===== src/rtl/led_arbiter_if.sv =====
// Request/grant bundle between the status sources and led_arbiter.
// Requesters drive req/count; the arbiter reports ack, done, owner and busy.
interface led_arbiter_if #(
    parameter int NREQ  = 4,
    parameter int CNT_W = 4
);
    localparam int OW = (NREQ > 1) ? $clog2(NREQ) : 1;

    logic [NREQ-1:0]       req;
    logic [NREQ*CNT_W-1:0] count;
    logic [NREQ-1:0]       ack;
    logic [NREQ-1:0]       done;
    logic [OW-1:0]         owner;
    logic                  busy;

    modport master (output req, count, input ack, done, owner, busy);
    modport slave  (input req, count, output ack, done, owner, busy);
endinterface


===== src/rtl/led_arbiter.sv =====
// Round-robin sharing of the single status LED: each grantee gets a burst of
// N blinks (ON/OFF phases) followed by a dark GAP before completion.
module led_arbiter #(
    parameter int NREQ       = 4,
    parameter int ON_CYCLES  = 4,
    parameter int OFF_CYCLES = 4,
    parameter int GAP_CYCLES = 8,
    parameter int CNT_W      = 4
) (
    input  logic           clk,
    input  logic           rst,
    led_arbiter_if.slave   bus,
    output logic           led1
);
    localparam int OW   = (NREQ > 1) ? $clog2(NREQ) : 1;
    localparam int MAX2 = (ON_CYCLES > OFF_CYCLES) ? ON_CYCLES : OFF_CYCLES;
    localparam int MAXC = (MAX2 > GAP_CYCLES) ? MAX2 : GAP_CYCLES;
    localparam int PW   = (MAXC > 1) ? $clog2(MAXC) : 1;

    typedef enum logic [1:0] {IDLE, ON, OFF, GAP} state_t;

    state_t           state_reg, state_next;
    logic [PW-1:0]    phase_reg, phase_next;
    logic [CNT_W-1:0] remaining_reg, remaining_next;
    logic [OW-1:0]    ptr_reg, ptr_next;
    logic [OW-1:0]    owner_reg, owner_next;
    logic [NREQ-1:0]  ack_reg, ack_next;
    logic [NREQ-1:0]  done_reg, done_next;
    logic             busy_reg;
    logic             led_reg;

    logic [CNT_W-1:0] cnt_arr [NREQ];
    logic             grant_valid;
    logic [OW-1:0]    grant_idx;
    logic [OW-1:0]    cand;

    for (genvar gi = 0; gi < NREQ; gi++) begin : g_cnt
        assign cnt_arr[gi] = bus.count[gi*CNT_W +: CNT_W];
    end

    // Search downward so the candidate closest to ptr+1 is assigned last and wins.
    always_comb begin
        grant_valid = 1'b0;
        grant_idx   = '0;
        cand        = '0;
        for (int j = NREQ; j >= 1; j--) begin
            cand = OW'((int'(ptr_reg) + j) % NREQ);
            if (bus.req[cand]) begin
                grant_valid = 1'b1;
                grant_idx   = cand;
            end
        end
    end

    always_comb begin
        state_next     = state_reg;
        phase_next     = phase_reg;
        remaining_next = remaining_reg;
        ptr_next       = ptr_reg;
        owner_next     = owner_reg;
        ack_next       = '0;
        done_next      = '0;
        case (state_reg)
            IDLE: begin
                if (grant_valid) begin
                    ack_next[grant_idx] = 1'b1;
                    owner_next          = grant_idx;
                    ptr_next            = grant_idx;
                    remaining_next      = cnt_arr[grant_idx];
                    if (cnt_arr[grant_idx] != '0) begin
                        state_next = ON;
                        phase_next = PW'(ON_CYCLES - 1);
                    end else begin
                        state_next = GAP;
                        phase_next = PW'(GAP_CYCLES - 1);
                    end
                end
            end
            ON: begin
                if (phase_reg == '0) begin
                    remaining_next = remaining_reg - CNT_W'(1);
                    if (remaining_reg == CNT_W'(1)) begin
                        state_next = GAP;
                        phase_next = PW'(GAP_CYCLES - 1);
                    end else begin
                        state_next = OFF;
                        phase_next = PW'(OFF_CYCLES - 1);
                    end
                end else begin
                    phase_next = phase_reg - PW'(1);
                end
            end
            OFF: begin
                if (phase_reg == '0) begin
                    state_next = ON;
                    phase_next = PW'(ON_CYCLES - 1);
                end else begin
                    phase_next = phase_reg - PW'(1);
                end
            end
            GAP: begin
                if (phase_reg == '0) begin
                    state_next           = IDLE;
                    done_next[owner_reg] = 1'b1;
                end else begin
                    phase_next = phase_reg - PW'(1);
                end
            end
            default: state_next = IDLE;
        endcase
    end

    // led1 and busy follow the next state so they change on the same edge as ack/done.
    always_ff @(posedge clk or posedge rst) begin
        if (rst) begin
            state_reg     <= IDLE;
            phase_reg     <= '0;
            remaining_reg <= '0;
            ptr_reg       <= OW'(NREQ - 1);
            owner_reg     <= '0;
            ack_reg       <= '0;
            done_reg      <= '0;
            busy_reg      <= 1'b0;
            led_reg       <= 1'b0;
        end else begin
            state_reg     <= state_next;
            phase_reg     <= phase_next;
            remaining_reg <= remaining_next;
            ptr_reg       <= ptr_next;
            owner_reg     <= owner_next;
            ack_reg       <= ack_next;
            done_reg      <= done_next;
            busy_reg      <= (state_next != IDLE);
            led_reg       <= (state_next == ON);
        end
    end

    assign bus.ack   = ack_reg;
    assign bus.done  = done_reg;
    assign bus.owner = owner_reg;
    assign bus.busy  = busy_reg;
    assign led1      = led_reg;
endmodule


===== src/flat_wrapper.sv =====
// flat-port wrapper written by rule: the top's interface ports become plain ports
module led_arbiter_flat 
#(
    parameter int NREQ       = 4,
    parameter int ON_CYCLES  = 4,
    parameter int OFF_CYCLES = 4,
    parameter int GAP_CYCLES = 8,
    parameter int CNT_W      = 4
)
  (clk, rst, led1, bus_req, bus_count, bus_ack, bus_done, bus_owner, bus_busy);
  led_arbiter_if #(.NREQ(NREQ), .CNT_W(CNT_W)) bus_i ();
  input  logic clk;
  input  logic rst;
  output logic led1;
  input wire logic [$bits(bus_i.req)-1:0] bus_req;
  input wire logic [$bits(bus_i.count)-1:0] bus_count;
  output wire logic [$bits(bus_i.ack)-1:0] bus_ack;
  output wire logic [$bits(bus_i.done)-1:0] bus_done;
  output wire logic [$bits(bus_i.owner)-1:0] bus_owner;
  output wire logic [$bits(bus_i.busy)-1:0] bus_busy;
  assign bus_i.req = bus_req;
  assign bus_i.count = bus_count;
  assign bus_ack = bus_i.ack;
  assign bus_done = bus_i.done;
  assign bus_owner = bus_i.owner;
  assign bus_busy = bus_i.busy;
  led_arbiter #(.NREQ(NREQ), .ON_CYCLES(ON_CYCLES), .OFF_CYCLES(OFF_CYCLES), .GAP_CYCLES(GAP_CYCLES), .CNT_W(CNT_W)) u_core (.clk(clk), .rst(rst), .bus(bus_i), .led1(led1));
endmodule

===== config.mk =====
export PLATFORM = sky130hd
export DESIGN_NAME = led_arbiter_flat
export DESIGN_NICKNAME = d
export VERILOG_FILES = /design/src/rtl/led_arbiter_if.sv /design/src/rtl/led_arbiter.sv /design/src/flat_wrapper.sv
export SDC_FILE = /design/constraint.sdc
export NUM_CORES = 1
export LEC_CHECK = 0
export ABC_AREA = 1
export CAP_MARGIN = 20
export CORE_ASPECT_RATIO = 0.75
export CORE_MARGIN = 5
export CORE_UTILIZATION = 45
export DETAILED_ROUTE_END_ITERATION = 6
export MAX_ROUTING_LAYER = met4
export PLACE_DENSITY = 0.87
export SYNTH_ARGS = -nofsm -noshare
export SYNTH_HDL_FRONTEND = slang
export SYNTH_SLANG_ARGS = --single-unit

===== constraint.sdc =====
create_clock -name clk -period 2.05 [get_ports clk]
set_input_delay 0.3075 -clock clk [delete_from_list [all_inputs] [get_ports clk]]
set_output_delay 0.3075 -clock clk [all_outputs]
set_load 0.05 [all_outputs]

### Word-level counts from Yosys, hierarchy flattened

Cells that the tools add are included.

| cells by class | value |
|---|---|
| bitwise operators | 1 |
| mux-type cells | 44 |
| add/sub/neg operators | 6 |
| equality and inequality tests | 8 |
| $lt $le $gt $ge | 9 |
| reduce and logical (&&, ||, !) cells | 10 |

Operator list:

| operator | number |
|---|---|
| 2-to-1 mux 4 bit | 8 |
| < comparator 2 x 3 -> 1 bit, second input constant | 6 |
| 2-to-1 mux 2 bit | 9 |
| 2-to-1 mux 3 bit | 6 |
| one-hot mux 3 bit (4 select lines) | 1 |
| 2-to-1 mux 1 bit | 11 |
| binary-select mux 1 bit (select 2 bit) | 4 |
| binary-select mux 4 bit (select 2 bit) | 1 |
| one-hot mux 2 bit (4 select lines) | 1 |
| one-hot mux 4 bit (2 select lines) | 1 |
| adder 2 x 1 -> 2 bit, second input constant | 2 |
| adder 2 bit, second input constant | 2 |
| demux 1 bit (select 2 bit) | 2 |
| equality test 2 x 1 -> 1 bit, second input constant | 2 |
| equality test 2 bit, second input constant | 2 |
| equality test 4 x 1 -> 1 bit, second input constant | 1 |
| greater-or-equal comparator 2 x 1 -> 1 bit, second input constant | 2 |
| != test 2 x 1 -> 1 bit, second input constant | 2 |
| AND reduction 2 bit | 2 |
| nonzero test 2 bit | 2 |
| nonzero test 4 bit | 1 |
| subtractor 4 x 1 -> 4 bit, second input constant | 1 |
| greater-or-equal comparator 3 bit, second input constant | 1 |
| zero test 3 bit | 1 |
| 6 further kinds | 7 |

| storage, ports and cells | value |
|---|---|
| word-level logic and storage cells | 87 |
| bits in registers | 23 |

### Logic depth before layout (Yosys ltp)

Gate-level depths: netlist of the first run.

| depth | value |
|---|---|
| word-level depth | 16 |
| depth in mapped cells | 19 |

### Least setup slack after synthesis of the first run

Ideal clock, no wire load.

| path | value |
|---|---|
| path type | register -> register |
| from | register u_core.ptr_reg[0] |
| to | register u_core.led_reg (netlist: u_core.led1) |
| data required time | 1.936 ns |
| setup time | 0.114 ns |
| data arrival time | 1.832 ns |
| path slack | 0.104 ns |
| clock period less this slack | 1.946 ns |
| cell stages (with the launch flop) | 20 |
| path buffers | 2 |
| cell sequence | dfstp_2 > buf_6 > inv_6 > nand2_2 > nand2_2 > nand2_1 > nand2_1 > inv_2 > nand2_4 > nand2_8 > nand2_4 > buf_6 > nand2_1 > nand2_1 > nand2_1 > nand2_1 > nor2_2 > nand4_1 > nand2_2 > nor2_2 |

| on the way | value |
|---|---|
| longest elaborated chain between the ends | 16 |
| elaborated cells on any way between the ends | 29 |

Ends and longest elaborated chain:

| item | line | source |
|---|---|---|
| from (decl) | led_arbiter.sv:25 | `logic [OW-1:0] ptr_reg, ptr_next;` |
| from (signal assigned) | led_arbiter.sv:119 | `ptr_reg <= OW'(NREQ - 1);` |
| from (signal assigned) | led_arbiter.sv:129 | `ptr_reg <= ptr_next;` |
| adder 2 x 1 -> 2 bit | led_arbiter.sv:47 | `cand = OW'((int'(ptr_reg) + j) % NREQ);` |
| binary-select mux 1 bit (select 2 bit) | led_arbiter.sv:48 | `if (bus.req[cand]) begin` |
| 2-to-1 mux 1 bit (not written as such) | led_arbiter.sv:48 |  |
| 2-to-1 mux 2 bit (4 in a row) | led_arbiter.sv:48 |  |
| inverter 2 -> 3 bit (not written as such) | led_arbiter.sv:70 | `if (cnt_arr[grant_idx] != '0) begin` |
| binary-select mux 4 bit (select 2 bit) | led_arbiter.sv:70 |  |
| 2-to-1 mux 4 bit (not written as such) (2 in a row) | led_arbiter.sv:70 |  |
| nonzero test 4 bit | led_arbiter.sv:70 |  |
| 2-to-1 mux 2 bit | led_arbiter.sv:70 |  |
| 2-to-1 mux 2 bit * | led_arbiter.sv:65 | `if (grant_valid) begin` |
| one-hot mux 2 bit (4 select lines) * | led_arbiter.sv:63 | `case (state_reg)` |
| via u_core.state_next[1] | led_arbiter.sv:22 | `state_t state_reg, state_next;` |
| equality test 2 x 1 -> 1 bit * | led_arbiter.sv:134 | `led_reg <= (state_next == ON);` |
| to (signal assigned) | led_arbiter.sv:134 |  |
| to (decl) | led_arbiter.sv:30 | `logic led_reg;` |

Mark *: on every way through the listed nets, which the timed path passes. The rest lies on a longest branch. The select of a mux whose other input is x is not followed.
A chain may end at the register's enable or synchronous reset.

### Final worst setup path of the first run

Same ends and word-level chain as after synthesis.

==> results of run 1 <==
==> power groups by stage <==
stage | logic [W] | registers (W) | clock network [W]
3_3_place_gp | 0.00242 | 0.000791 | 0
3_5_place_dp | 0.00248 | 0.000799 | 0
4_1_cts | 0.00262 | 0.000794 | 0.000285
5_1_grt | 0.00327 | 0.000813 | 0.000307
6_report | 0.00298 | 0.000791 | 0.000274
2_1_floorplan | 0.00166 | 0.000983 | 0
==> timing repair <==
| action | 4_1_cts | 5_1_grt |
|---|---|---|
| buffers inserted | 1 | 4 |
| setup endpoints to repair | 1 | 7 |
| cloned | 1 | 2 |
| pin swaps | 7 | 14 |
| gates resized for setup | 8 | 16 |
| hold buffers | 0 | 0 |
==> worst min-delay path: stages <==
cell and delay, ns:
sky130_fd_sc_hd__clkdlybuf4s50_1 0.39, sky130_fd_sc_hd__inv_1 0.05, sky130_fd_sc_hd__buf_4 0.28
==> kinds of logic after synthesis <==
group           Yosys count  share of synthesized area [%]
xor+xnor                  3                           1.80
compound gates           24                           9.86
flops                    23                           39.6
simple gates            108                           35.4
fa+ha+maj                 4                           3.43
buf+inv                  33                           9.86
==> synthesized netlist by cell type <==
library cell / n
sky130_fd_sc_hd__nand2_8: 1
sky130_fd_sc_hd__o21ai_1: 8
sky130_fd_sc_hd__nor2_1: 10
sky130_fd_sc_hd__inv_1: 25
sky130_fd_sc_hd__o21ai_2: 1
sky130_fd_sc_hd__buf_6: 2
sky130_fd_sc_hd__nor3_1: 7
sky130_fd_sc_hd__xor2_1: 2
sky130_fd_sc_hd__nand2_2: 5
sky130_fd_sc_hd__dfrtp_1: 21
sky130_fd_sc_hd__o211ai_1: 2
sky130_fd_sc_hd__inv_2: 5
sky130_fd_sc_hd__nand2_1: 57
sky130_fd_sc_hd__xnor2_1: 1
sky130_fd_sc_hd__nand3_1: 18
sky130_fd_sc_hd__ha_1: 4
sky130_fd_sc_hd__dfstp_2: 2
sky130_fd_sc_hd__a31oi_1: 3
sky130_fd_sc_hd__inv_6: 1
sky130_fd_sc_hd__a21oi_1: 5
sky130_fd_sc_hd__a22oi_2: 1
sky130_fd_sc_hd__nand2_4: 3
sky130_fd_sc_hd__nor2_2: 4
sky130_fd_sc_hd__nand4_1: 1
sky130_fd_sc_hd__nand3_4: 1
sky130_fd_sc_hd__o21ai_0: 3
sky130_fd_sc_hd__a32oi_1: 1
sky130_fd_sc_hd__and3_1: 1
==> cell type report <==
class                   instances  share of cell area [%]
clock buffers                   3                    1.99
clock inverters                 1                   0.242
inverters                      31                    5.98
multi-input cells             142                    40.9
flip-flops and latches         23                    27.9
well taps                      38                    2.29
repair buffers                 46                    20.7
==> per-stage QoR <==
| stage | setup TNS [ns] | utilization, % | cells | total power, W | hold WS (ns) |
|---|---|---|---|---|---|
| after floorplan | 0 | - | 195 | 0.00264 | 0.308 |
| after global placement | -0.235 | 62.1 | 272 | 0.00321 | 0.478 |
| after detailed placement | -0.518 | 62.1 | 272 | 0.00327 | 0.504 |
| after CTS | 0 | 65.2 | 278 | 0.00370 | 0.385 |
| after global routing | -0.976 | 68.6 | 284 | 0.00439 | 0.413 |
| final | -0.0588 | 68.6 | 284 | 0.00405 | 0.382 |
==> metal layers <==
| metal | share of wire [%] | vias to the layer above | track usage [%] |
|---|---|---|---|
| li1 | - | 725 | - |
| met1 | 45 | 671 | 24.5 |
| met2 | 47 | 54 | 26.5 |
| met3 | 6.6 | 6 | 2.71 |
| met4 | 1.2 | 0 | 4.49 |
| met5 | 0 | - | - |
==> path summary, 6_finish.rpt <==
| kind | startpoint | to | cells past startpoint |
|---|---|---|---|
| max reg2reg | u_core.ptr_reg[0]$_DFFE_PP1P_ | u_core.led1$_DFF_PP0_ | 16 |
| min in group clk | u_core.bus.owner[0]$_DFFE_PP0P_ | u_core.bus.done[0]$_DFF_PP0_ | 1 |
| min | rst | u_core.bus.done[0]$_DFF_PP0_ | 3 |
| max | u_core.ptr_reg[0]$_DFFE_PP1P_ | u_core.led1$_DFF_PP0_ | 16 |
| min reg2reg | u_core.bus.owner[0]$_DFFE_PP0P_ | u_core.bus.done[0]$_DFF_PP0_ | 1 |
| max in group asynchronous | rst | u_core.ptr_reg[0]$_DFFE_PP1P_ | 3 |
==> flow_results.xml, run 1 <==
<?xml version="1.0" encoding="UTF-8"?>
<metrics>
  <group name="outcome">
    <metric name="status" unit="">complete, but fails checks</metric>
    <metric name="violations_in_the_final_reports" unit="">negative setup slack</metric>
  </group>
  <group name="placed_design">
    <metric name="post-place-ws" unit="ns">-0.130</metric>
    <metric name="detailed_place.area" unit="mm2">0.00187</metric>
    <metric name="placement.io_buffers" unit="">33</metric>
    <metric name="hpwl" unit="um">2740</metric>
    <metric name="gpl.final_weighted_congestion" unit="">0.877</metric>
  </group>
  <group name="critical_path">
    <metric name="path_max_fanout" unit="">6</metric>
    <metric name="crit_path_cell_trace" unit="">buf_4 &gt; nand2_1 &gt; nand3_2 &gt; nand2_1 &gt; inv_2 &gt; nand2_4 &gt; nand3_4 &gt; nand2_8 &gt; nand2_1 &gt; nand2_1 &gt; nand2_1 &gt; nand2_2 &gt; nor2_4 &gt; nand4_1 &gt; nand2_2 &gt; nor2_2</metric>
    <metric name="path_class" unit="">reg2reg</metric>
    <metric name="critical-path-slowest-cell" unit="">sky130_fd_sc_hd__dfstp_2</metric>
    <metric name="cpPeakStageDelay" unit="ns">0.61</metric>
    <metric name="endpoint_kind" unit="">flop</metric>
    <metric name="setup_slack_of_the_worst_register_to_register_path" unit="ns">-0.04</metric>
    <metric name="critical_path_buf_inv_count" unit="">2</metric>
    <metric name="critPathLaunchType" unit="">flop</metric>
    <metric name="timing.critical_path.arrival" unit="ns">2.25</metric>
    <metric name="crit_path_frequent_cell" unit="">sky130_fd_sc_hd__nand2_1</metric>
    <metric name="critical_path.top_delay_family" unit="">simple AND/OR/NAND/NOR gates</metric>
    <metric name="required" unit="ns">2.21</metric>
  </group>
  <group name="floorplan">
    <metric name="die_h" unit="um">59.3</metric>
    <metric name="start_util" unit="%">48.3</metric>
    <metric name="std_cell_rows" unit="">17</metric>
    <metric name="die_x" unit="um">75.7</metric>
    <metric name="core_area" unit="mm2">0.00302</metric>
    <metric name="floorplan.die_area" unit="mm2">0.00449</metric>
    <metric name="num_io_pins" unit="">34</metric>
  </group>
  <group name="power_and_ir_drop">
    <metric name="p_comb_share" unit="%">73.7</metric>
    <metric name="swShare" unit="%">52.5</metric>
    <metric name="cellInternalPower" unit="W">0.00192</metric>
    <metric name="power.clock.fraction" unit="%">6.8</metric>
    <metric name="static_leakage" unit="nW">1.03</metric>
    <metric name="power_density" unit="mW/mm2">1950</metric>
    <metric name="total_switching_power" unit="W">0.00212</metric>
    <metric name="power.share.sequential" unit="%">19.5</metric>
    <metric name="worst_supply_voltage_drop_on_vdd" unit="mV">1.12</metric>
  </group>
  <group name="sta">
    <metric name="setup_viol" unit="">4</metric>
    <metric name="worst_slack" unit="ns">-0.0388</metric>
    <metric name="timing.final.hold_violations" unit="">0</metric>
    <metric name="maxSlewViolCount" unit="">0</metric>
    <metric name="maxSlewHeadroom" unit="%">66.1</metric>
    <metric name="period_share" unit="%">102</metric>
    <metric name="fin_worst_skew" unit="ns">0.00232</metric>
    <metric name="rsz0062_at_grt" unit="">true</metric>
    <metric name="transition_time_of_the_tightest_slew_check_pin" unit="ns">0.507</metric>
    <metric name="layout_min_cycle_time" unit="ns">2.09</metric>
    <metric name="max_freq" unit="MHz">479</metric>
  </group>
  <group name="layout">
    <metric name="antenna-diode-count" unit="">0</metric>
    <metric name="mostFrequentLayoutCell" unit="">sky130_fd_sc_hd__nand2_1</metric>
    <metric name="fillers" unit="">267</metric>
    <metric name="total_area_of_multi_input_combinational_cells" unit="um2">848</metric>
    <metric name="nets" unit="">273</metric>
    <metric name="finish.instance_area" unit="mm2">0.00207</metric>
    <metric name="post_route_cells_drive_above_1_share" unit="%">25.6</metric>
    <metric name="final_cell_mix" unit="">sky130_fd_sc_hd__nand2_1 (44), sky130_fd_sc_hd__clkdlybuf4s50_1 (33), sky130_fd_sc_hd__inv_1 (25)</metric>
    <metric name="register_area" unit="um2">578</metric>
    <metric name="area_growth" unit="%">42.0</metric>
  </group>
  <group name="grt">
    <metric name="via_count_of_the_first_global_routing_pass" unit="">1317</metric>
    <metric name="pin_count_of_the_biggest_net_entering_global_routing" unit="">24</metric>
    <metric name="global_route.overflow_total" unit="">0</metric>
    <metric name="grt_antenna_before_repair" unit="">0</metric>
    <metric name="wire_length_of_the_first_global_routing_pass" unit="um">5870</metric>
    <metric name="track_usage" unit="%">17.5</metric>
  </group>
  <group name="clock_network">
    <metric name="cts-buffers-inserted" unit="">3</metric>
    <metric name="insertion_delay" unit="ns">0.26</metric>
    <metric name="tritoncts_clock_tree" unit="">built</metric>
    <metric name="cts_max_level" unit="">1</metric>
    <metric name="clk_pin_slew" unit="ns">0.08</metric>
    <metric name="max-clock-path-buffers" unit="">2</metric>
    <metric name="clock-root-buffer" unit="">sky130_fd_sc_hd__clkbuf_8</metric>
    <metric name="clock_sinks" unit="">23</metric>
  </group>
  <group name="logic_synthesis">
    <metric name="postSynthCellCount" unit="">195</metric>
    <metric name="post_synth.cell_area_avg" unit="um2">7.48</metric>
    <metric name="synthesis.area" unit="mm2">0.00146</metric>
    <metric name="synth_top_cell_area_share" unit="%">36.0</metric>
    <metric name="synth_area_leaders" unit="">sky130_fd_sc_hd__dfrtp_1 (36%), sky130_fd_sc_hd__nand2_1 (15%), sky130_fd_sc_hd__inv_1 (6.4%)</metric>
    <metric name="synth_cell_type_count" unit="">28</metric>
    <metric name="synth_top_cell_by_area" unit="">sky130_fd_sc_hd__dfrtp_1</metric>
    <metric name="post_synth_net_total" unit="">221</metric>
    <metric name="post_synthesis_register_bit_count" unit="">23</metric>
    <metric name="yosys_warnings" unit="">0</metric>
    <metric name="yosysSeqAreaShare" unit="%">39.6</metric>
  </group>
  <group name="drt">
    <metric name="detailedRoute.firstPassIterationCount" unit="">5</metric>
    <metric name="remaining_drc_errors" unit="">0</metric>
    <metric name="routed_via_density" unit="">5.13</metric>
    <metric name="number_of_violations_reported_at_the_end_of_detailed_routing_iteration_0" unit="">146</metric>
    <metric name="route.vias.total" unit="">1456</metric>
    <metric name="finalWirelength" unit="um">3720</metric>
    <metric name="post_drt_wl_per_cell" unit="um">13.1</metric>
    <metric name="route.antenna.remaining_nets" unit="">0</metric>
  </group>
  <group name="flow_run">
    <metric name="max-cap-violations" unit="">0</metric>
  </group>
  <group name="min_path">
    <metric name="min-delay-path-class" unit="">in2async</metric>
  </group>
</metrics>
Power figures use the tool's default switching activity.
==> run 2: changes to the inputs <==
--- a/config.mk
+++ b/config.mk
@@ -9,10 +9,11 @@
 export CAP_MARGIN = 20
 export CORE_ASPECT_RATIO = 0.75
 export CORE_MARGIN = 5
-export CORE_UTILIZATION = 45
+export CORE_UTILIZATION = 50
 export DETAILED_ROUTE_END_ITERATION = 6
+export DONT_BUFFER_PORTS = 1
 export MAX_ROUTING_LAYER = met4
-export PLACE_DENSITY = 0.87
+export PLACE_DENSITY = 0.79
 export SYNTH_ARGS = -nofsm -noshare
 export SYNTH_HDL_FRONTEND = slang
 export SYNTH_SLANG_ARGS = --single-unit
==> flow_results.xml, run 2 (synthesized netlist as in run 1, its figures left out) <==
<?xml version="1.0" encoding="UTF-8"?>
<metrics>
  <group name="layout">
    <metric name="antenna-diode-count" unit="">0</metric>
    <metric name="stdcell_count" unit="">247</metric>
    <metric name="final_cell_mix" unit="">sky130_fd_sc_hd__nand2_1 (49), sky130_fd_sc_hd__inv_1 (24), sky130_fd_sc_hd__dfrtp_1 (21)</metric>
    <metric name="nets" unit="">236</metric>
    <metric name="mostFrequentLayoutCell" unit="">sky130_fd_sc_hd__nand2_1</metric>
    <metric name="register_area" unit="um2">578</metric>
    <metric name="post_route_cells_drive_above_1_share" unit="%">25.4</metric>
    <metric name="area_growth" unit="%">15.4</metric>
    <metric name="total_area_of_multi_input_combinational_cells" unit="um2">812</metric>
    <metric name="fillers" unit="">267</metric>
  </group>
  <group name="drt">
    <metric name="detailroute.wirelength.met3" unit="um">259</metric>
    <metric name="remaining_drc_errors" unit="">0</metric>
    <metric name="maxUsedRoutingLayer" unit="">met4</metric>
    <metric name="finalWirelength" unit="um">3250</metric>
    <metric name="routed_via_density" unit="">5.26</metric>
    <metric name="route.vias.total" unit="">1299</metric>
    <metric name="met1_length" unit="um">1590</metric>
    <metric name="route.antenna.remaining_nets" unit="">0</metric>
    <metric name="detailedRoute.firstPassIterationCount" unit="">4</metric>
    <metric name="post_drt_wl_per_cell" unit="um">13.2</metric>
    <metric name="number_of_violations_reported_at_the_end_of_detailed_routing_iteration_0" unit="">63</metric>
    <metric name="met2RoutedLength" unit="um">1360</metric>
  </group>
  <group name="grt">
    <metric name="grt_antenna_before_repair" unit="">0</metric>
    <metric name="track_usage" unit="%">16.0</metric>
    <metric name="pin_count_of_the_biggest_net_entering_global_routing" unit="">24</metric>
    <metric name="via_count_of_the_first_global_routing_pass" unit="">1097</metric>
    <metric name="wire_length_of_the_first_global_routing_pass" unit="um">5000</metric>
    <metric name="global_route.overflow_total" unit="">0</metric>
  </group>
  <group name="outcome">
    <metric name="status" unit="">complete, but fails checks</metric>
    <metric name="violations_in_the_final_reports" unit="">negative setup slack</metric>
  </group>
  <group name="placed_design">
    <metric name="gpl.final_weighted_congestion" unit="">0.847</metric>
    <metric name="placed_instance_count" unit="">237</metric>
    <metric name="hpwl" unit="um">2340</metric>
    <metric name="placement.io_buffers" unit="">0</metric>
    <metric name="post-place-ws" unit="ns">0.0161</metric>
  </group>
  <group name="floorplan">
    <metric name="std_cell_rows" unit="">17</metric>
    <metric name="die_x" unit="um">72.4</metric>
    <metric name="floorplan.die_area" unit="mm2">0.00411</metric>
    <metric name="die_h" unit="um">56.8</metric>
    <metric name="start_util" unit="%">50.8</metric>
    <metric name="core_area" unit="mm2">0.00287</metric>
    <metric name="num_io_pins" unit="">34</metric>
  </group>
  <group name="sta">
    <metric name="transition_time_of_the_tightest_slew_check_pin" unit="ns">0.541</metric>
    <metric name="max_freq" unit="MHz">472</metric>
    <metric name="timing.final.hold_violations" unit="">0</metric>
    <metric name="setup_viol" unit="">2</metric>
    <metric name="layout_min_cycle_time" unit="ns">2.12</metric>
    <metric name="totalNegativeSetupSlack" unit="ns">-0.0720</metric>
    <metric name="hold_slack" unit="ns">0.417</metric>
    <metric name="maxSlewHeadroom" unit="%">64.0</metric>
    <metric name="fin_worst_skew" unit="ns">0.00460</metric>
    <metric name="worst_slack" unit="ns">-0.0705</metric>
    <metric name="maxSlewViolCount" unit="">0</metric>
    <metric name="rsz0062_at_grt" unit="">true</metric>
    <metric name="period_share" unit="%">103</metric>
  </group>
  <group name="flow_run">
    <metric name="max-cap-violations" unit="">0</metric>
  </group>
  <group name="clock_network">
    <metric name="clock-root-buffer" unit="">sky130_fd_sc_hd__clkbuf_8</metric>
    <metric name="clk_pin_slew" unit="ns">0.09</metric>
    <metric name="cts_max_level" unit="">1</metric>
    <metric name="max-clock-path-buffers" unit="">2</metric>
    <metric name="tritoncts_clock_tree" unit="">built</metric>
    <metric name="insertion_delay" unit="ns">0.27</metric>
    <metric name="clock_sinks" unit="">23</metric>
    <metric name="cts-buffers-inserted" unit="">3</metric>
  </group>
  <group name="critical_path">
    <metric name="endpoint_kind" unit="">flop</metric>
    <metric name="crit_path_frequent_cell" unit="">sky130_fd_sc_hd__nand2_1</metric>
    <metric name="path_class" unit="">reg2reg</metric>
    <metric name="critical-path-slowest-cell" unit="">sky130_fd_sc_hd__dfstp_2</metric>
    <metric name="cpPeakStageDelay" unit="ns">0.64</metric>
    <metric name="timing.critical_path.arrival" unit="ns">2.30</metric>
    <metric name="path_max_fanout" unit="">10</metric>
    <metric name="required" unit="ns">2.23</metric>
    <metric name="critPathLaunchType" unit="">flop</metric>
    <metric name="crit_path_cell_trace" unit="">inv_6 &gt; nand2_1 &gt; nand2_2 &gt; nand2_2 &gt; nand2_1 &gt; inv_2 &gt; nand2_4 &gt; nand2_8 &gt; nand2_8 &gt; nand2_1 &gt; nand2_1 &gt; nand2_1 &gt; nand2_2 &gt; nor2_2 &gt; nand4_1 &gt; nand2_2 &gt; nor2_2</metric>
    <metric name="setup_slack_of_the_worst_register_to_register_path" unit="ns">-0.07</metric>
  </group>
  <group name="min_path">
    <metric name="min-delay-path-class" unit="">in2reg</metric>
  </group>
</metrics>
[run 2: changes by cell type in the layout (fill, tap and decap cells not counted), moves of 2 or more]
cell | before | now
sky130_fd_sc_hd__clkdlybuf4s50_1 | 33 | 0
sky130_fd_sc_hd__nand2_1 | 44 | 49
sky130_fd_sc_hd__nand2_2 | 18 | 13
sky130_fd_sc_hd__buf_4 | 13 | 9
sky130_fd_sc_hd__inv_2 | 4 | 6
[run 2: path summary, 6_finish.rpt]
path,end,from,cells past startpoint
worst max-delay path,u_core.led1$_DFF_PP0_,u_core.ptr_reg[0]$_DFFE_PP1P_,17
worst min-delay path,u_core.remaining_reg[0]$_DFFE_PP0P_,bus_count[12],6
worst max register to register,u_core.led1$_DFF_PP0_,u_core.ptr_reg[0]$_DFFE_PP1P_,17
worst min register to register,u_core.ptr_reg[1]$_DFFE_PP1P_,u_core.ptr_reg[1]$_DFFE_PP1P_,2
max in group asynchronous,u_core.ptr_reg[1]$_DFFE_PP1P_,rst,3
min in group asynchronous,u_core.bus.ack[3]$_DFF_PP0_,rst,3
[run 2: metal layers]
metal  vias up  global-route usage (%)
met5         -                       -
li1        652                       -
met3         5                    4.29
met2        55                    20.9
met4         0                    3.95
met1       587                    24.1
[run 2: layout make-up]
type	count	area share (%)
timing repair buffer	10	4.61
multi-input combinational	141	48.3
tap	38	2.83
clock buffer	3	2.45
clock inverter	1	0.297
sequential	23	34.3
inverter	31	7.21
[run 2: through the flow]
| stage | util (%) | area (um2) |
|---|---|---|
| 6_report | 58.6 | 1680 |
| 5_1_grt | 58.6 | 1680 |
| 4_1_cts | 55.2 | 1590 |
| 3_5_place_dp | 53.2 | 1530 |
| 3_3_place_gp | 53.2 | 1530 |
| 2_1_floorplan | - | 1460 |
[run 2: critical path: cells and delay by family, from the launching register on]
kind | cells | cell delay, ns
and+or+nand+nor | 15 | 1.21
buffers and inverters | 2 | 0.18
DFF | 1 | 0.64
[run 2: timing repair]
action / 4_1_cts / 5_1_grt
endpoints found under the setup margin: 0 / 7
hold endpoints to repair: 21 / 0
buffers inserted: 0 / 3
gates resized for setup: 0 / 16
hold buffers: 1 / 0
Power of run 2 is not shown: default switching activity piles up to over one toggle a cycle in this logic, so the estimate is an artifact.
==> run 3: changes to the inputs <==
--- a/config.mk
+++ b/config.mk
@@ -9,11 +9,11 @@
 export CAP_MARGIN = 20
 export CORE_ASPECT_RATIO = 0.75
 export CORE_MARGIN = 5
-export CORE_UTILIZATION = 50
+export CORE_UTILIZATION = 31
 export DETAILED_ROUTE_END_ITERATION = 6
 export DONT_BUFFER_PORTS = 1
 export MAX_ROUTING_LAYER = met4
-export PLACE_DENSITY = 0.79
+export PLACE_DENSITY = 0.57
 export SYNTH_ARGS = -nofsm -noshare
 export SYNTH_HDL_FRONTEND = slang
 export SYNTH_SLANG_ARGS = --single-unit
==> flow_results.xml, run 3 (synthesized netlist as in run 1, its figures left out) <==
<?xml version="1.0" encoding="UTF-8"?>
<metrics>
  <group name="outcome">
    <metric name="status" unit="">finished, final reports clean</metric>
  </group>
  <group name="sta">
    <metric name="max_freq" unit="MHz">493</metric>
    <metric name="maxSlewViolCount" unit="">0</metric>
    <metric name="rsz0062_at_grt" unit="">true</metric>
    <metric name="layout_min_cycle_time" unit="ns">2.03</metric>
    <metric name="transition_time_of_the_tightest_slew_check_pin" unit="ns">0.528</metric>
    <metric name="timing.final.hold_violations" unit="">0</metric>
    <metric name="hold_slack" unit="ns">0.423</metric>
    <metric name="period_share" unit="%">98.9</metric>
    <metric name="setup_viol" unit="">0</metric>
    <metric name="maxSlewHeadroom" unit="%">64.8</metric>
    <metric name="totalNegativeSetupSlack" unit="ns">0</metric>
    <metric name="fin_worst_skew" unit="ns">0.00161</metric>
  </group>
  <group name="critical_path">
    <metric name="crit_path_cell_trace" unit="">clkinv_4 &gt; nand2_2 &gt; nand2_2 &gt; nand2_2 &gt; nand2_1 &gt; inv_2 &gt; nand2_4 &gt; nand2_8 &gt; nand2_8 &gt; nand2_1 &gt; nand2_1 &gt; nand2_1 &gt; nand2_2 &gt; nor2_2 &gt; nand4_1 &gt; nand2_2 &gt; nor2_2</metric>
    <metric name="timing.rr.end" unit="">u_core.led1$_DFF_PP0_</metric>
    <metric name="critPathLaunchType" unit="">flop</metric>
    <metric name="setup_slack_of_the_worst_register_to_register_path" unit="ns">0.02</metric>
    <metric name="path_class" unit="">reg2reg</metric>
    <metric name="endpoint_kind" unit="">flop</metric>
    <metric name="r2r.worst_path.cells" unit="">17</metric>
    <metric name="cpPeakStageDelay" unit="ns">0.61</metric>
    <metric name="critical-path-slowest-cell" unit="">sky130_fd_sc_hd__dfstp_2</metric>
    <metric name="critical_path.top_delay_family" unit="">simple AND/OR/NAND/NOR gates</metric>
    <metric name="required" unit="ns">2.22</metric>
    <metric name="critical_path_buf_inv_count" unit="">2</metric>
    <metric name="cp_num_cells" unit="">17</metric>
    <metric name="critical_path.endpoint" unit="">u_core.led1$_DFF_PP0_</metric>
    <metric name="crit_path_frequent_cell" unit="">sky130_fd_sc_hd__nand2_2</metric>
    <metric name="crit_path_start" unit="">u_core.ptr_reg[0]$_DFFE_PP1P_</metric>
    <metric name="path_max_fanout" unit="">9</metric>
    <metric name="timing.critical_path.arrival" unit="ns">2.20</metric>
    <metric name="crit-reg2reg-launch" unit="">u_core.ptr_reg[0]$_DFFE_PP1P_</metric>
  </group>
  <group name="drt">
    <metric name="route.antenna.remaining_nets" unit="">0</metric>
    <metric name="route.vias.total" unit="">1265</metric>
    <metric name="routed_via_density" unit="">4.70</metric>
    <metric name="finalWirelength" unit="um">3260</metric>
    <metric name="detailedRoute.firstPassIterationCount" unit="">4</metric>
    <metric name="remaining_drc_errors" unit="">0</metric>
    <metric name="post_drt_wl_per_cell" unit="um">12.1</metric>
    <metric name="number_of_violations_reported_at_the_end_of_detailed_routing_iteration_0" unit="">83</metric>
  </group>
  <group name="floorplan">
    <metric name="num_io_pins" unit="">34</metric>
    <metric name="start_util" unit="%">32.3</metric>
    <metric name="die_h" unit="um">69.4</metric>
    <metric name="die_x" unit="um">89.2</metric>
    <metric name="floorplan.die_area" unit="mm2">0.00619</metric>
    <metric name="core_area" unit="mm2">0.00452</metric>
    <metric name="std_cell_rows" unit="">21</metric>
  </group>
  <group name="clock_network">
    <metric name="insertion_delay" unit="ns">0.27</metric>
    <metric name="clock-root-buffer" unit="">sky130_fd_sc_hd__clkbuf_8</metric>
    <metric name="clk_pin_slew" unit="ns">0.08</metric>
    <metric name="clock_sinks" unit="">23</metric>
    <metric name="tritoncts_clock_tree" unit="">built</metric>
    <metric name="cts_max_level" unit="">1</metric>
    <metric name="max-clock-path-buffers" unit="">2</metric>
    <metric name="cts-buffers-inserted" unit="">3</metric>
  </group>
  <group name="placed_design">
    <metric name="hpwl" unit="um">2580</metric>
    <metric name="placed_instance_count" unit="">258</metric>
    <metric name="gpl.final_weighted_congestion" unit="">0.878</metric>
    <metric name="placement.io_buffers" unit="">0</metric>
  </group>
  <group name="layout">
    <metric name="stdcell_count" unit="">269</metric>
    <metric name="antenna-diode-count" unit="">0</metric>
    <metric name="fillers" unit="">485</metric>
    <metric name="post_route_cells_drive_above_1_share" unit="%">26.4</metric>
    <metric name="area_growth" unit="%">17.9</metric>
    <metric name="mostFrequentLayoutCell" unit="">sky130_fd_sc_hd__nand2_1</metric>
    <metric name="final_cell_mix" unit="">sky130_fd_sc_hd__nand2_1 (46), sky130_fd_sc_hd__inv_1 (25), sky130_fd_sc_hd__dfrtp_1 (21)</metric>
    <metric name="nets" unit="">239</metric>
  </group>
  <group name="grt">
    <metric name="grt_antenna_before_repair" unit="">0</metric>
    <metric name="via_count_of_the_first_global_routing_pass" unit="">1182</metric>
    <metric name="global_route.overflow_total" unit="">0</metric>
    <metric name="track_usage" unit="%">11.1</metric>
    <metric name="pin_count_of_the_biggest_net_entering_global_routing" unit="">17</metric>
    <metric name="wire_length_of_the_first_global_routing_pass" unit="um">5460</metric>
  </group>
  <group name="flow_run">
    <metric name="max-cap-violations" unit="">0</metric>
  </group>
  <group name="min_path">
    <metric name="min-delay-path-class" unit="">in2async</metric>
  </group>
</metrics>
## run 3: cell types whose count changed in the layout (fill, tap and decap cells not counted), sizes merged
cell and delta:
buf +4, clkinv +1, inv -1, nand3 -1
## run 3: stage by stage
step           area (um2)  util, %  setup slack (ns)
2_1_floorplan        1460        -             0.104
3_3_place_gp         1570     34.7           -0.0111
3_5_place_dp         1570     34.7            0.0177
4_1_cts              1670     37.0           0.00108
5_1_grt              1720     38.1            -0.162
6_report             1720     38.1            0.0230
## run 3: how the worst min path moves through the flow
stage                                           to  cells past startpoint  startpoint  slack [ns]
5_1_grt                  u_core.bus.busy$_DFF_PP0_                      2         rst        0.44
2_1_floorplan          u_core.bus.ack[0]$_DFF_PP0_                      1         rst        0.31
6_report       u_core.remaining_reg[0]$_DFFE_PP0P_                      2         rst        0.42
3_3_place_gp             u_core.bus.busy$_DFF_PP0_                      1         rst        0.17
4_1_cts                  u_core.bus.busy$_DFF_PP0_                      2         rst        0.43
3_5_place_dp             u_core.bus.busy$_DFF_PP0_                      1         rst        0.17
## run 3: worst reg2reg max path: stages (launching register included)
cell and delay [ns]:
sky130_fd_sc_hd__dfstp_2 0.61, sky130_fd_sc_hd__clkinv_4 0.11, sky130_fd_sc_hd__nand2_2 0.07, sky130_fd_sc_hd__nand2_2 0.07, sky130_fd_sc_hd__nand2_2 0.09, sky130_fd_sc_hd__nand2_1 0.06
sky130_fd_sc_hd__inv_2 0.10, sky130_fd_sc_hd__nand2_4 0.09, sky130_fd_sc_hd__nand2_8 0.09, sky130_fd_sc_hd__nand2_8 0.07, sky130_fd_sc_hd__nand2_1 0.06, sky130_fd_sc_hd__nand2_1 0.05
sky130_fd_sc_hd__nand2_1 0.07, sky130_fd_sc_hd__nand2_2 0.06, sky130_fd_sc_hd__nor2_2 0.12, sky130_fd_sc_hd__nand4_1 0.10, sky130_fd_sc_hd__nand2_2 0.09, sky130_fd_sc_hd__nor2_2 0.03
## run 3: final cells by class
cell class	instances	area [um2]	share of cell area (%)
Clock buffer	3	41.3	2.40
Timing Repair Buffer	14	108	6.25
Clock inverter	1	5.00	0.291
Inverter	31	121	7.05
Sequential cell	23	578	33.6
Tap cell	57	71.3	4.15
Multi-Input combinational cell	140	796	46.3
## run 3: repair_timing
action | in CTS | in global routing
hold buffers | 1 | 0
hold endpoints to repair | 7 | 0
cloned | 1 | 0
pin swaps | 9 | 7
setup buffers | 2 | 3
gates resized for setup | 7 | 9
setup endpoints to repair | 1 | 7
## run 3: per-layer routing
layer  part of all wire [%]  wire [um]  global-route usage, %  vias to the layer above
li1                       -          -                      -                      656
met1                     54       1750                   17.6                      565
met3                    7.9        259                   3.21                        4
met5                      0          0                      -                        -
met2                     38       1230                   13.7                       40
met4                   0.64         21                   1.98                        0
Power of run 3 is left out for the same reason.
